[config.mk]
export PLATFORM = sky130hd
export DESIGN_NAME = csr_port_arbiter
export DESIGN_NICKNAME = d
export VERILOG_FILES = /design/src/rtl/csr_port_arbiter_pkg.sv /design/src/rtl/csr_port_arbiter_pick.sv /design/src/rtl/csr_port_arbiter.sv
export SDC_FILE = /design/constraint.sdc
export NUM_CORES = 1
export LEC_CHECK = 0
export CORE_MARGIN = 5
export CORE_UTILIZATION = 24
export CTS_BUF_LIST = sky130_fd_sc_hd__clkbuf_16
export CTS_CLUSTER_SIZE = 25
export DETAILED_ROUTE_END_ITERATION = 8
export PLACE_DENSITY = 0.48
export RECOVER_POWER = 50
export SLEW_MARGIN = 20
export SYNTH_ARGS = -nofsm -noshare
export SYNTH_HDL_FRONTEND = slang
export SYNTH_HIERARCHICAL = 1
export SYNTH_SLANG_ARGS = --single-unit
[constraint.sdc]
create_clock -name clk -period 6.75 [get_ports clk]
set_input_delay 1.0125 -clock clk [delete_from_list [all_inputs] [get_ports clk]]
set_output_delay 1.0125 -clock clk [all_outputs]
set_load 0.02 [all_outputs]
[src/rtl/csr_port_arbiter_pkg.sv]
// Shared types and encodings for the CSR port arbiter.
// Owner codes double as requester indices; OWN_NONE marks "no grantee yet".
package csr_port_arbiter_pkg;

  localparam int CSR_ADDR_W = 12;
  localparam int BUS_W      = 64;

  localparam logic [1:0] OWN_EXC  = 2'd0;
  localparam logic [1:0] OWN_EXE  = 2'd1;
  localparam logic [1:0] OWN_IRQ  = 2'd2;
  localparam logic [1:0] OWN_NONE = 2'd3;

  typedef enum logic [1:0] {
    ST_IDLE   = 2'd0,
    ST_ACCESS = 2'd1,
    ST_RESP   = 2'd2
  } arb_state_e;

  typedef struct packed {
    logic                  lock;
    logic [CSR_ADDR_W-1:0] addr;
    logic                  ren;
    logic                  wen;
    logic [BUS_W-1:0]      wdata;
  } csr_req_t;

  function automatic logic [2:0] own_mask(input logic [1:0] own);
    logic [2:0] m;
    m = 3'b000;
    case (own)
      OWN_EXC: m = 3'b001;
      OWN_EXE: m = 3'b010;
      OWN_IRQ: m = 3'b100;
      default: m = 3'b000;
    endcase
    return m;
  endfunction

endpackage

[src/rtl/csr_port_arbiter_pick.sv]
// Combinational grant selection: lock restricts eligibility to the owner, otherwise
// fixed priority 0 > 1 > 2, with requester 2 lifted above 1 while promoted.
module csr_port_arbiter_pick
  import csr_port_arbiter_pkg::*;
(
  input  logic [2:0] valid_i,
  input  logic       lock_i,
  input  logic [1:0] owner_i,
  input  logic       promote_i,
  output logic       gnt_vld_o,
  output logic [1:0] gnt_idx_o
);

  logic [2:0] elig;

  always_comb begin
    elig = valid_i;
    if (lock_i) begin
      elig = valid_i & own_mask(owner_i);
    end

    gnt_vld_o = |elig;
    gnt_idx_o = OWN_NONE;
    if (elig[0]) begin
      gnt_idx_o = OWN_EXC;
    end else if (promote_i && elig[2]) begin
      gnt_idx_o = OWN_IRQ;
    end else if (elig[1]) begin
      gnt_idx_o = OWN_EXE;
    end else if (elig[2]) begin
      gnt_idx_o = OWN_IRQ;
    end
  end

endmodule

[src/rtl/csr_port_arbiter.sv]
// Serialises three requesters onto one CSR file port; 3 cycles per access
// (grant, one-cycle enables, one-cycle ack); requesters hold valid until ack.
module csr_port_arbiter
  import csr_port_arbiter_pkg::*;
#(
  parameter int STARVE_MAX = 8,
  parameter int CNT_W      = 4
) (
  input  logic        clk,
  input  logic        rst_n,

  input  logic        req0_valid,
  input  logic        req0_lock,
  input  logic [11:0] req0_addr,
  input  logic        req0_ren,
  input  logic        req0_wen,
  input  logic [63:0] req0_wdata,
  output logic        req0_ack,
  output logic [63:0] req0_rdata,

  input  logic        req1_valid,
  input  logic        req1_lock,
  input  logic [11:0] req1_addr,
  input  logic        req1_ren,
  input  logic        req1_wen,
  input  logic [63:0] req1_wdata,
  output logic        req1_ack,
  output logic [63:0] req1_rdata,

  input  logic        req2_valid,
  input  logic        req2_lock,
  input  logic [11:0] req2_addr,
  input  logic        req2_ren,
  input  logic        req2_wen,
  input  logic [63:0] req2_wdata,
  output logic        req2_ack,
  output logic [63:0] req2_rdata,

  output logic [11:0] o_csr_addr,
  output logic        o_csr_ren,
  output logic        o_csr_wen,
  output logic [63:0] o_csr_wdata,
  input  logic [63:0] i_csr_rdata,

  output logic        o_busy,
  output logic [1:0]  o_owner
);

  arb_state_e            state_q, state_d;
  logic                  lock_q, lock_d;
  logic [1:0]            owner_q, owner_d;
  logic [CNT_W-1:0]      cnt_q, cnt_d;
  logic [CSR_ADDR_W-1:0] csr_addr_q, csr_addr_d;
  logic                  csr_ren_q, csr_ren_d;
  logic                  csr_wen_q, csr_wen_d;
  logic [BUS_W-1:0]      csr_wdata_q, csr_wdata_d;
  logic [2:0]            ack_q, ack_d;
  logic [BUS_W-1:0]      rdata_q [3];
  logic [BUS_W-1:0]      rdata_d [3];
  logic                  busy_q, busy_d;

  logic [2:0] req_valid;
  logic [2:0] req_lock;
  csr_req_t   req [3];
  csr_req_t   gnt_req;
  logic       own_lock;
  logic       promote;
  logic       gnt_vld;
  logic [1:0] gnt_idx;

  assign req_valid = {req2_valid, req1_valid, req0_valid};
  assign req_lock  = {req2_lock, req1_lock, req0_lock};
  assign req[0]    = {req0_lock, req0_addr, req0_ren, req0_wen, req0_wdata};
  assign req[1]    = {req1_lock, req1_addr, req1_ren, req1_wen, req1_wdata};
  assign req[2]    = {req2_lock, req2_addr, req2_ren, req2_wen, req2_wdata};

  // Lock only survives while the owner keeps its own lock input asserted.
  assign own_lock = lock_q && (|(req_lock & own_mask(owner_q)));
  assign promote  = (cnt_q == CNT_W'(STARVE_MAX));

  csr_port_arbiter_pick u_pick (
    .valid_i   (req_valid),
    .lock_i    (own_lock),
    .owner_i   (owner_q),
    .promote_i (promote),
    .gnt_vld_o (gnt_vld),
    .gnt_idx_o (gnt_idx)
  );

  always_comb begin
    gnt_req = '0;
    case (gnt_idx)
      OWN_EXC: gnt_req = req[0];
      OWN_EXE: gnt_req = req[1];
      OWN_IRQ: gnt_req = req[2];
      default: gnt_req = '0;
    endcase
  end

  always_comb begin
    state_d     = state_q;
    lock_d      = lock_q;
    owner_d     = owner_q;
    cnt_d       = cnt_q;
    csr_addr_d  = csr_addr_q;
    csr_ren_d   = csr_ren_q;
    csr_wen_d   = csr_wen_q;
    csr_wdata_d = csr_wdata_q;
    ack_d       = '0;
    rdata_d     = rdata_q;

    unique case (state_q)
      ST_IDLE: begin
        csr_ren_d = 1'b0;
        csr_wen_d = 1'b0;
        if (lock_q && !own_lock) begin
          lock_d = 1'b0;
        end
        if (!req_valid[2]) begin
          cnt_d = '0;
        end
        if (gnt_vld) begin
          state_d     = ST_ACCESS;
          owner_d     = gnt_idx;
          lock_d      = gnt_req.lock;
          csr_addr_d  = gnt_req.addr;
          csr_ren_d   = gnt_req.ren;
          csr_wen_d   = gnt_req.wen;
          csr_wdata_d = gnt_req.wdata;
          if (gnt_idx == OWN_IRQ) begin
            cnt_d = '0;
          end else if (gnt_idx == OWN_EXE && req_valid[2] && !promote) begin
            cnt_d = cnt_q + CNT_W'(1);
          end
        end
      end
      ST_ACCESS: begin
        csr_ren_d = 1'b0;
        csr_wen_d = 1'b0;
        // A no-op access leaves the requester's read data untouched.
        for (int i = 0; i < 3; i++) begin
          if (owner_q == 2'(i)) begin
            ack_d[i] = 1'b1;
            if (csr_ren_q || csr_wen_q) begin
              rdata_d[i] = i_csr_rdata;
            end
          end
        end
        state_d = ST_RESP;
      end
      ST_RESP: begin
        state_d = ST_IDLE;
      end
      default: begin
        state_d = ST_IDLE;
      end
    endcase

    busy_d = (state_d != ST_IDLE) || lock_d;
  end

  always_ff @(posedge clk or negedge rst_n) begin
    if (!rst_n) begin
      state_q     <= ST_IDLE;
      lock_q      <= 1'b0;
      owner_q     <= OWN_NONE;
      cnt_q       <= '0;
      csr_addr_q  <= '0;
      csr_ren_q   <= 1'b0;
      csr_wen_q   <= 1'b0;
      csr_wdata_q <= '0;
      ack_q       <= '0;
      busy_q      <= 1'b0;
      for (int i = 0; i < 3; i++) begin
        rdata_q[i] <= '0;
      end
    end else begin
      state_q     <= state_d;
      lock_q      <= lock_d;
      owner_q     <= owner_d;
      cnt_q       <= cnt_d;
      csr_addr_q  <= csr_addr_d;
      csr_ren_q   <= csr_ren_d;
      csr_wen_q   <= csr_wen_d;
      csr_wdata_q <= csr_wdata_d;
      ack_q       <= ack_d;
      busy_q      <= busy_d;
      for (int i = 0; i < 3; i++) begin
        rdata_q[i] <= rdata_d[i];
      end
    end
  end

  assign req0_ack    = ack_q[0];
  assign req1_ack    = ack_q[1];
  assign req2_ack    = ack_q[2];
  assign req0_rdata  = rdata_q[0];
  assign req1_rdata  = rdata_q[1];
  assign req2_rdata  = rdata_q[2];
  assign o_csr_addr  = csr_addr_q;
  assign o_csr_ren   = csr_ren_q;
  assign o_csr_wen   = csr_wen_q;
  assign o_csr_wdata = csr_wdata_q;
  assign o_busy      = busy_q;
  assign o_owner     = owner_q;

endmodule

### Word-level counts from Yosys, hierarchy flattened

Index checks and enable logic that the tools add are counted.

* $mul: 0
* $lt $le $gt $ge: 0
* bitwise gates (word level): 2
* shift-type cells: 0
* div/mod/pow operators: 0
* muxes and demuxes: 25
* add/subtract/negate cells: 1
* equal/unequal tests: 6
* reductions and logical operators: 20

Operator list (count)
* one-hot mux 79 bit (3 select lines): 1
* two-way mux 4 bit: 4
* two-way mux 1 bit: 9
* two-way mux 3 bit: 3
* one-hot mux 3 bit (3 select lines): 1
* AND reduction 3 bit: 3
* two-way mux 2 bit: 4
* AND 3 bit: 2
* equality test 2 x 1 -> 1 bit (second input constant): 3
* logical NOT 2 bit: 3
* OR reduction 3 bit: 2
* logical AND 1 bit: 5
* adder 4 x 1 -> 4 bit (second input constant): 1
* equality test 2 bit (second input constant): 2
* equality test 4 bit (second input constant): 1
* one-hot mux 1 bit (2 select lines): 2
* one-hot mux 2 bit (2 select lines): 1
* nonzero test 2 bit: 2
* logical NOT 1 bit: 2
* logical OR 1 bit: 2
* AND reduction 2 bit: 1

* output and inout port bits: 276
* memories kept: 0
* latch bits: 0
* bits in read-only memories: 0
* bits in writable memories: 0
* register bits: 283

### Depth between registers and ports, before layout

Gate-level depths: netlist of the first run.

* word-level depth: 18
* mapped depth: 13

### Hierarchy

Netlist of the first run, hierarchy kept.

Modules (own cells, without submodules)
* csr_port_arbiter: cells each 983, seq. area each 7084.3 sq um, times used 1, area an instance 12218.0 sq um
* csr_port_arbiter_pick: cells each 16, seq. area each 0.0 sq um, times used 1, area an instance 102.6 sq um

### Worst setup path after synthesis of the first run

No wires, ideal clock.

* path kind: input to register
* start: input req1_lock
* end: register csr_ren_q, in the netlist o_csr_ren
* arrival: 2.678 ns
* buffers on the path: 2
* library setup time: 0.121 ns
* stages on the path: 10
* data required time: 6.629 ns
* path slack: 3.951 ns
* path through: mux2i_1 -> o21ai_0 -> and2_1 -> a31oi_1 -> o22a_1 -> buf_2 -> buf_2 -> mux2i_1 -> o21ai_0 -> a22o_1

* longest elaborated chain between the ends: 12
* elaborated cells between the ends (all ways): 16

Ends and longest elaborated chain
* start: declaration: line csr_port_arbiter.sv:22 `input logic req1_lock,`
* AND 3 bit (*): line csr_port_arbiter.sv:78 `assign own_lock = lock_q && (|(req_lock & own_mask(owner_q)));`
* OR reduction 3 bit (*): line csr_port_arbiter.sv:78
* logical AND 1 bit (*): line csr_port_arbiter.sv:78
* via own_lock: line csr_port_arbiter.sv:66 `logic own_lock;`
* two-way mux 3 bit (*): line csr_port_arbiter_pick.sv:18 `if (lock_i) begin`
* two-way mux 1 bit: line csr_port_arbiter_pick.sv:30 `end else if (elig[2]) begin`
* two-way mux 2 bit: line csr_port_arbiter_pick.sv:28 `end else if (elig[1]) begin`
* two-way mux 2 bit: line csr_port_arbiter_pick.sv:26 `end else if (promote_i && elig[2]) begin`
* two-way mux 2 bit (*): line csr_port_arbiter_pick.sv:24 `if (elig[0]) begin`
* via gnt_idx[0]: line csr_port_arbiter.sv:69 `logic [1:0] gnt_idx;`
* equality test 2 bit, or another cell as far along: line csr_port_arbiter.sv:92 `case (gnt_idx)`
* one-hot mux 79 bit (3 select lines) (*): line csr_port_arbiter.sv:92
* two-way mux 1 bit (*): line csr_port_arbiter.sv:122 `if (gnt_vld) begin`
* one-hot mux 1 bit (2 select lines) (*): line csr_port_arbiter.sv:112 `unique case (state_q)`
* end signal: assignment: line csr_port_arbiter.sv:183 `csr_ren_q <= csr_ren_d;`
* end: declaration: line csr_port_arbiter.sv:54 `logic csr_ren_q, csr_ren_d;`

Mark *: on every way through the listed nets, which the timed path passes. The rest lies on a longest branch.
A chain may end at the register's enable or synchronous reset.

### Worst setup path in the final report of the first run

* start: register csr_wen_q, in the netlist o_csr_wen
* end: register rdata_q, in the netlist req1_rdata[39]

* longest elaborated chain between the ends: 2

Ends and longest elaborated chain
* start: declaration: line csr_port_arbiter.sv:55 `logic csr_wen_q, csr_wen_d;`
* start signal: assignment: line csr_port_arbiter.sv:184 `csr_wen_q <= csr_wen_d;`
* logical OR 1 bit: line csr_port_arbiter.sv:144 `if (csr_ren_q || csr_wen_q) begin`
* AND reduction 3 bit (no line)
* end signal: indexed assignment: line csr_port_arbiter.sv:189 `rdata_q[i] <= rdata_d[i];`
* end: declaration: line csr_port_arbiter.sv:58 `logic [BUS_W-1:0] rdata_q [3];`

No other way between the ends.

==> run metrics, run 1 <==
reg-to-reg slack, setup=2.25 ns; first-pass GRT wire length=68.9 mm; post-synthesis cell area=0.0123 mm²; hpwl dp=35.0 mm; CTS Sinks=283; Post-CTS Setup Inserts=0; count of cell types in the netlist=43; ANT nets after route=0; Buf/Inv on CP=1; DR vias=9897; gr usage total=16.0%; CP max FO=46; DRC viols=0; layout cells sized above 1=15.4%; outcome=finished with violations; antenna violations before repair=5; critical path cell sequence=o21ai_0 > buf_4 > mux2_2; final setup margin=2.25 ns; post-cts hold buffer count=0; post-layout min period=4.50 ns; yosys warns=6; Root Driver=clkbuf_16; most frequent cells in the layout=495 x clkdlybuf4s50_1, 281 x dfrtp_1, 181 x mux2_2; critical path required time=7.16 ns; Final Max Slew Viols=195; Routed WL per cell=20.5 µm; fin nets=1872; initial core utilization=24.1%; vias in the first global route=10.5k; Seq cells post-synth=283; worst slew pin tran=3.43 ns; Synth area leaders=dfrtp_1 57%, mux2_2 17%, mux2i_1 6.6%; CP peak stage delay=2.58 ns; final hold slack=0.483 ns; Die Y=237 µm; grt ovf=0; Fillers=5075; Async SR Flop Fraction=100%; CTS max path bufs=3; maximum VDD drop=0.196 mV; EDFF count, synth=0; most common cell after layout, fill and taps aside=clkdlybuf4s50_1; crit path DAT=4.91 ns; PwrDens=498 mW/mm²; final worst path period share=66.6%; Avg Inst Size Synth=12.3 µm²; maxcap violations=3; CTS tree=yes; IO buf count=581; CP Launch Type=register; First DRT Iteration DRCs=335; worst hold path class=reg2reg; Max stage delay cell, worst path=o21ai_0; H-tree levels=2; Max-slew headroom=-131%; Clock transition at path regs=0.06 ns; TritonCTS buffer count=34; die width=237 µm; largest area contributor in the synthesized netlist=dfrtp_1; Top FF cell, synth=dfrtp_1; Post-Route Setup TNS=0 ns; number of core rows=83; Tot Pwr=9.79 mW; top cell type's share of synthesized area=57.1%; largest net degree at the start of global routing=113; CP top delay family=compound AO/OA/AOI/OAI gates; Setup crit end kind=register; drt pass-1 iters=4; Seq/Total Area, Yosys=57.5%; GP Congestion=0.797; failing checks=max-capacitance violations, max-slew violations; syn nets=1307; synthesized instance count=999; FMAX=222 MHz; RSZ-0062 raised after global routing=false; Setup WS pre-CTS=2.50 ns; Top Ports=582; Leak=8.07 nW; Final setup viols=0; Total Wirelength=46.5 mm; Via-to-Cell Ratio=4.37; Die ar.=0.0560 mm²; Clock Latency Late Sink=0.53 ns; endpoints failing hold=0; core area=0.0511 mm²; Setup Skew=0.0192 ns; P&R area growth vs syn=59.7%; WS Path Type=reg2reg; CTS resizes=0
-- cells in the mapped netlist (3+ instances only) --
cell / count
buf_1: 3
o22a_1: 3
nor3_1: 3
nor2b_1: 4
nand3b_1: 3
o21ai_0: 6
inv_1: 6
a21oi_1: 155
nand2b_1: 3
buf_6: 19
mux2i_1: 81
nor2_1: 156
mux2_2: 181
dfrtp_1: 281
buf_2: 25
mux2_1: 13
nand2_1: 5
clkbuf_1: 17
-- power by group --
part,internal (mW),switching (mW)
clock,0.971,0.717
sequential,2.57,0.457
combinational,2.41,2.67
total,5.95,3.84
-- area by class of cell --
type | instances | area [µm²] | area share (%)
inverter | 7 | 26.3 | 0.134
timing repair buffer | 593 | 5910 | 30.0
sequential | 283 | 7080 | 36.0
multi-input combinational | 645 | 4790 | 24.4
clock buffer | 35 | 876 | 4.45
antenna | 3 | 7.51 | 0.0382
tap | 680 | 851 | 4.32
clock inverter | 21 | 124 | 0.630
-- worst paths after layout --
check | startpoint | end | cells after the start
setup / recovery | o_csr_wen$_DFFE_PN0P_ | req1_rdata[39]$_DFFE_PN0P_ | 3
hold / removal | req2_rdata[15]$_DFFE_PN0P_ | req2_rdata[15]$_DFFE_PN0P_ | 1
setup reg to reg | o_csr_wen$_DFFE_PN0P_ | req1_rdata[39]$_DFFE_PN0P_ | 3
hold reg to reg | req2_rdata[15]$_DFFE_PN0P_ | req2_rdata[15]$_DFFE_PN0P_ | 1
max in group asynchronous | rst_n | o_csr_wdata[48]$_DFFE_PN0P_ | 2
min in group asynchronous | rst_n | req1_rdata[14]$_DFFE_PN0P_ | 1
-- kinds of logic after synthesis --
group           after synthesis  share of synthesized area [%]
mux                         275                           24.3
compound gates              179                           7.90
simple gates                188                           6.44
buf+inv                      71                           3.57
fa+ha+maj                     2                          0.203
xor+xnor                      1                         0.0711
flops                       283                           57.5
-- registers in the layout, indices dropped and copies added, names as in the netlist --
| signal | count |
|---|---|
| lock_q | 1 |
| req2_rdata | 64 |
| o_csr_ren | 1 |
| o_busy | 1 |
| cnt_q | 4 |
| ack_q | 3 |
| o_csr_addr | 12 |
| state_q | 2 |
| req0_rdata | 64 |
| o_csr_wen | 1 |
| req1_rdata | 64 |
| o_csr_wdata | 64 |
| o_owner | 2 |
-- layer usage --
metal	share of wire (%)	routed length [µm]	up-vias	track usage, %
met4	1.9	882	2	3.88
met3	9.3	4330	55	6.52
li1	-	-	4629	-
met2	50	23100	407	27.6
met1	39	18200	4804	18.5
met5	0.028	13	-	0
-- stage by stage --
stage	std cells	instance area (µm²)	utilization, %
floorplan	999	12300	-
global placement	2208	18700	36.6
detailed placement	2208	18700	36.6
CTS	2264	19700	38.6
global route	2266	19700	38.5
finish	2267	19700	38.5
-- worst reg2reg max path: stages, from the launching register on --
cell and delay, ns:
dfrtp_1 0.45, o21ai_0 2.58, buf_4 0.91, mux2_2 0.45
(Power assumes the default switching activity.)
==> inputs of run 2 (changes only) <==
==> constraint.sdc (replaced) <==
create_clock -name clk -period 4.55 [get_ports clk]
set_input_delay 0.6825 -clock clk [delete_from_list [all_inputs] [get_ports clk]]
set_output_delay 0.6825 -clock clk [all_outputs]
set_load 0.02 [all_outputs]
==> run 2 against run 1 <==
The flow still finishes with violations (max-capacitance violations, max-slew violations). Count of clock-buffer cells in the layout up 2. Non-clock buffer count up 6. Critical path depth up 7. Sequential power up 49%. Final cell count up 0.79%. Critical path type unchanged. Largest cell class unchanged.
==> run metrics, run 2 (same netlist as run 1, synthesis figures left out) <==
TritonCTS buffer count=36 (was 34); Die Y=237 µm (unchanged); die width=237 µm (unchanged); H-tree levels=2 (unchanged); CTS Sinks=283 (unchanged); Register-to-Register Path Depth=10 (was 3); Routed WL per cell=20.8 µm (was 20.5 µm); final hold slack=0.483 ns (about the same); dpl cell area=0.0188 mm² (was 0.0187 mm²); FMAX=283 MHz (was 222 MHz); Setup crit end kind=register (unchanged); CP peak stage delay=0.85 ns (was 2.58 ns); Clock Latency Late Sink=0.53 ns (about the same); Max-slew headroom=-77.2% (was -131%); Leak=8.16 nW (was 8.07 nW); IO buf count=581 (unchanged); Layout Cells excl Fill=2285 (was 2267); PwrDens=746 mW/mm² (was 498 mW/mm²); Max stage delay cell, worst path=dfstp_1 (was o21ai_0); Finished Cell Area=0.0199 mm² (was 0.0197 mm²); Clock transition at path regs=0.06 ns (about the same); CTS tree=yes (unchanged); antenna violations before repair=7 (was 5); grt ovf=0 (unchanged); Hold EP=req1_rdata[13]$_DFFE_PN0P_ (was req2_rdata[15]$_DFFE_PN0P_); DRC viols=0 (unchanged); number of core rows=83 (unchanged); maximum VDD drop=0.466 mV (was 0.196 mV); Crit Reg-Reg Endpoint=cnt_q[1]$_DFFE_PN0N_ (was req1_rdata[39]$_DFFE_PN0P_); critical path required time=4.96 ns (was 7.16 ns); CTS resizes=0 (unchanged); layout cells sized above 1=15.8% (was 15.4%); most common cell after layout, fill and taps aside=clkdlybuf4s50_1 (unchanged); Final setup viols=0 (unchanged); R2R Path Start=o_owner[0]$_DFFE_PN1P_ (was o_csr_wen$_DFFE_PN0P_); Hold Path Cell Cnt=1 (unchanged); maxcap violations=3 (unchanged); Fillers=5104 (was 5075); final worst path period share=77.8% (was 66.6%); Hold Crit Start=req1_rdata[13]$_DFFE_PN0P_ (was req2_rdata[15]$_DFFE_PN0P_); core area=0.0511 mm² (unchanged); utilization after layout=38.9% (was 38.5%); Setup WS pre-CTS=0.913 ns (was 2.50 ns); WS Path Type=reg2reg (unchanged); final setup margin=1.01 ns (was 2.25 ns); drt pass-1 iters=5 (was 4); worst hold path class=reg2reg (unchanged); Total Wirelength=47.6 mm (was 46.5 mm); CP Launch Type=register (unchanged); Root Driver=clkbuf_16 (unchanged); initial core utilization=24.1% (unchanged); gr usage total=16.3% (was 16.0%); Die ar.=0.0560 mm² (unchanged); Top Ports=582 (unchanged); CP top delay family=compound AO/OA/AOI/OAI gates (unchanged); post-layout min period=3.54 ns (was 4.50 ns); Buf/Inv on CP=1 (unchanged); post-cts hold buffer count=0 (unchanged); RSZ-0062 raised after global routing=false (unchanged); reg-to-reg slack, setup=1.01 ns (was 2.25 ns); CTS max path bufs=3 (unchanged); Setup Skew=0.00871 ns (was 0.0192 ns); hpwl dp=35.9 mm (was 35.0 mm); Tot Pwr=14.8 mW (was 9.79 mW); GP Congestion=0.808 (was 0.797); CP max FO=27 (was 46); Via-to-Cell Ratio=4.39 (was 4.37); most frequent cells in the layout=542 x clkdlybuf4s50_1, 281 x dfrtp_1, 181 x mux2_2 (was 495 x clkdlybuf4s50_1, 281 x dfrtp_1, 181 x mux2_2); Post-Route Setup TNS=0 ns (unchanged); fin nets=1880 (was 1872); Final Max Slew Viols=179 (was 195); ANT nets after route=0 (unchanged); outcome=finished with violations (unchanged); first-pass GRT wire length=70.4 mm (was 68.9 mm); largest net degree at the start of global routing=133 (was 113); CP most frequent cell=mux2i_1; failing checks=max-capacitance violations, max-slew violations (unchanged); First DRT Iteration DRCs=320 (was 335); Post-CTS Setup Inserts=0 (unchanged); crit path DAT=3.95 ns (was 4.91 ns); dpl cells=2214 (was 2208); P&R area growth vs syn=61.3% (was 59.7%); endpoints failing hold=0 (unchanged); critical path cell sequence=mux2i_1 > o21ai_0 > and2_0 > a31oi_1 > o22a_4 > buf_4 > nor2b_1 > nand4_1 > mux2i_1 > a21oi_1 (was o21ai_0 > buf_4 > mux2_2); worst slew pin tran=2.66 ns (was 3.43 ns); DR vias=10.0k (was 9897); vias in the first global route=10.7k (was 10.5k)
run 2: cell count changes in the layout (fill, tap and decap cells not counted), moves of 3 or more:
cell / previous run / this run
clkdlybuf4s50_1: 495 / 542
dlygate4sd3_1: 85 / 38
buf_12: 1 / 6
clkinv_1: 6 / 11
inv_1: 14 / 17
run 2: layout make-up:
type,instances,area [µm²],area share (%)
sequential,283,7080,35.6
timing repair buffer,599,6020,30.3
clock buffer,37,926,4.66
inverter,7,26.3,0.132
clock inverter,29,153,0.768
tap,680,851,4.28
multi-input combinational,645,4810,24.2
antenna,5,12.5,0.0630
run 2: worst max-delay path by stage:
stage / start / to / slack (ns) / depth (start not counted)
final: o_owner[0]$_DFFE_PN1P_ / cnt_q[1]$_DFFE_PN0N_ / 1.01 / 10
after global routing: rst_n / req0_rdata[49]$_DFFE_PN0P_ / 0.72 / 2
after detailed placement: req0_lock / cnt_q[1]$_DFFE_PN0N_ / 0.91 / 11
after global placement: req0_lock / cnt_q[1]$_DFFE_PN0N_ / 1.01 / 11
after CTS: o_owner[0]$_DFFE_PN1P_ / cnt_q[1]$_DFFE_PN0N_ / 1.26 / 10
after floorplan: o_owner[0]$_DFFE_PN1P_ / o_csr_ren$_DFFE_PN0P_ / 2.03 / 10
run 2: metal layers:
metal  part of all wire [%]  routed length [µm]  global-route usage (%)  vias up
met5                  0.027                  13                       0        -
met4                    2.6                1240                    4.72        2
met3                    9.5                4500                    6.92       66
met2                     49               23500                    27.8      427
met1                     39               18400                    18.9     4867
li1                       -                   -                       -     4670
run 2: report_power, final:
group	switching (mW)	leakage [nW]	internal, mW
clock	1.11	0.567	1.53
combinational	3.99	4.28	3.70
sequential	0.684	3.31	3.81
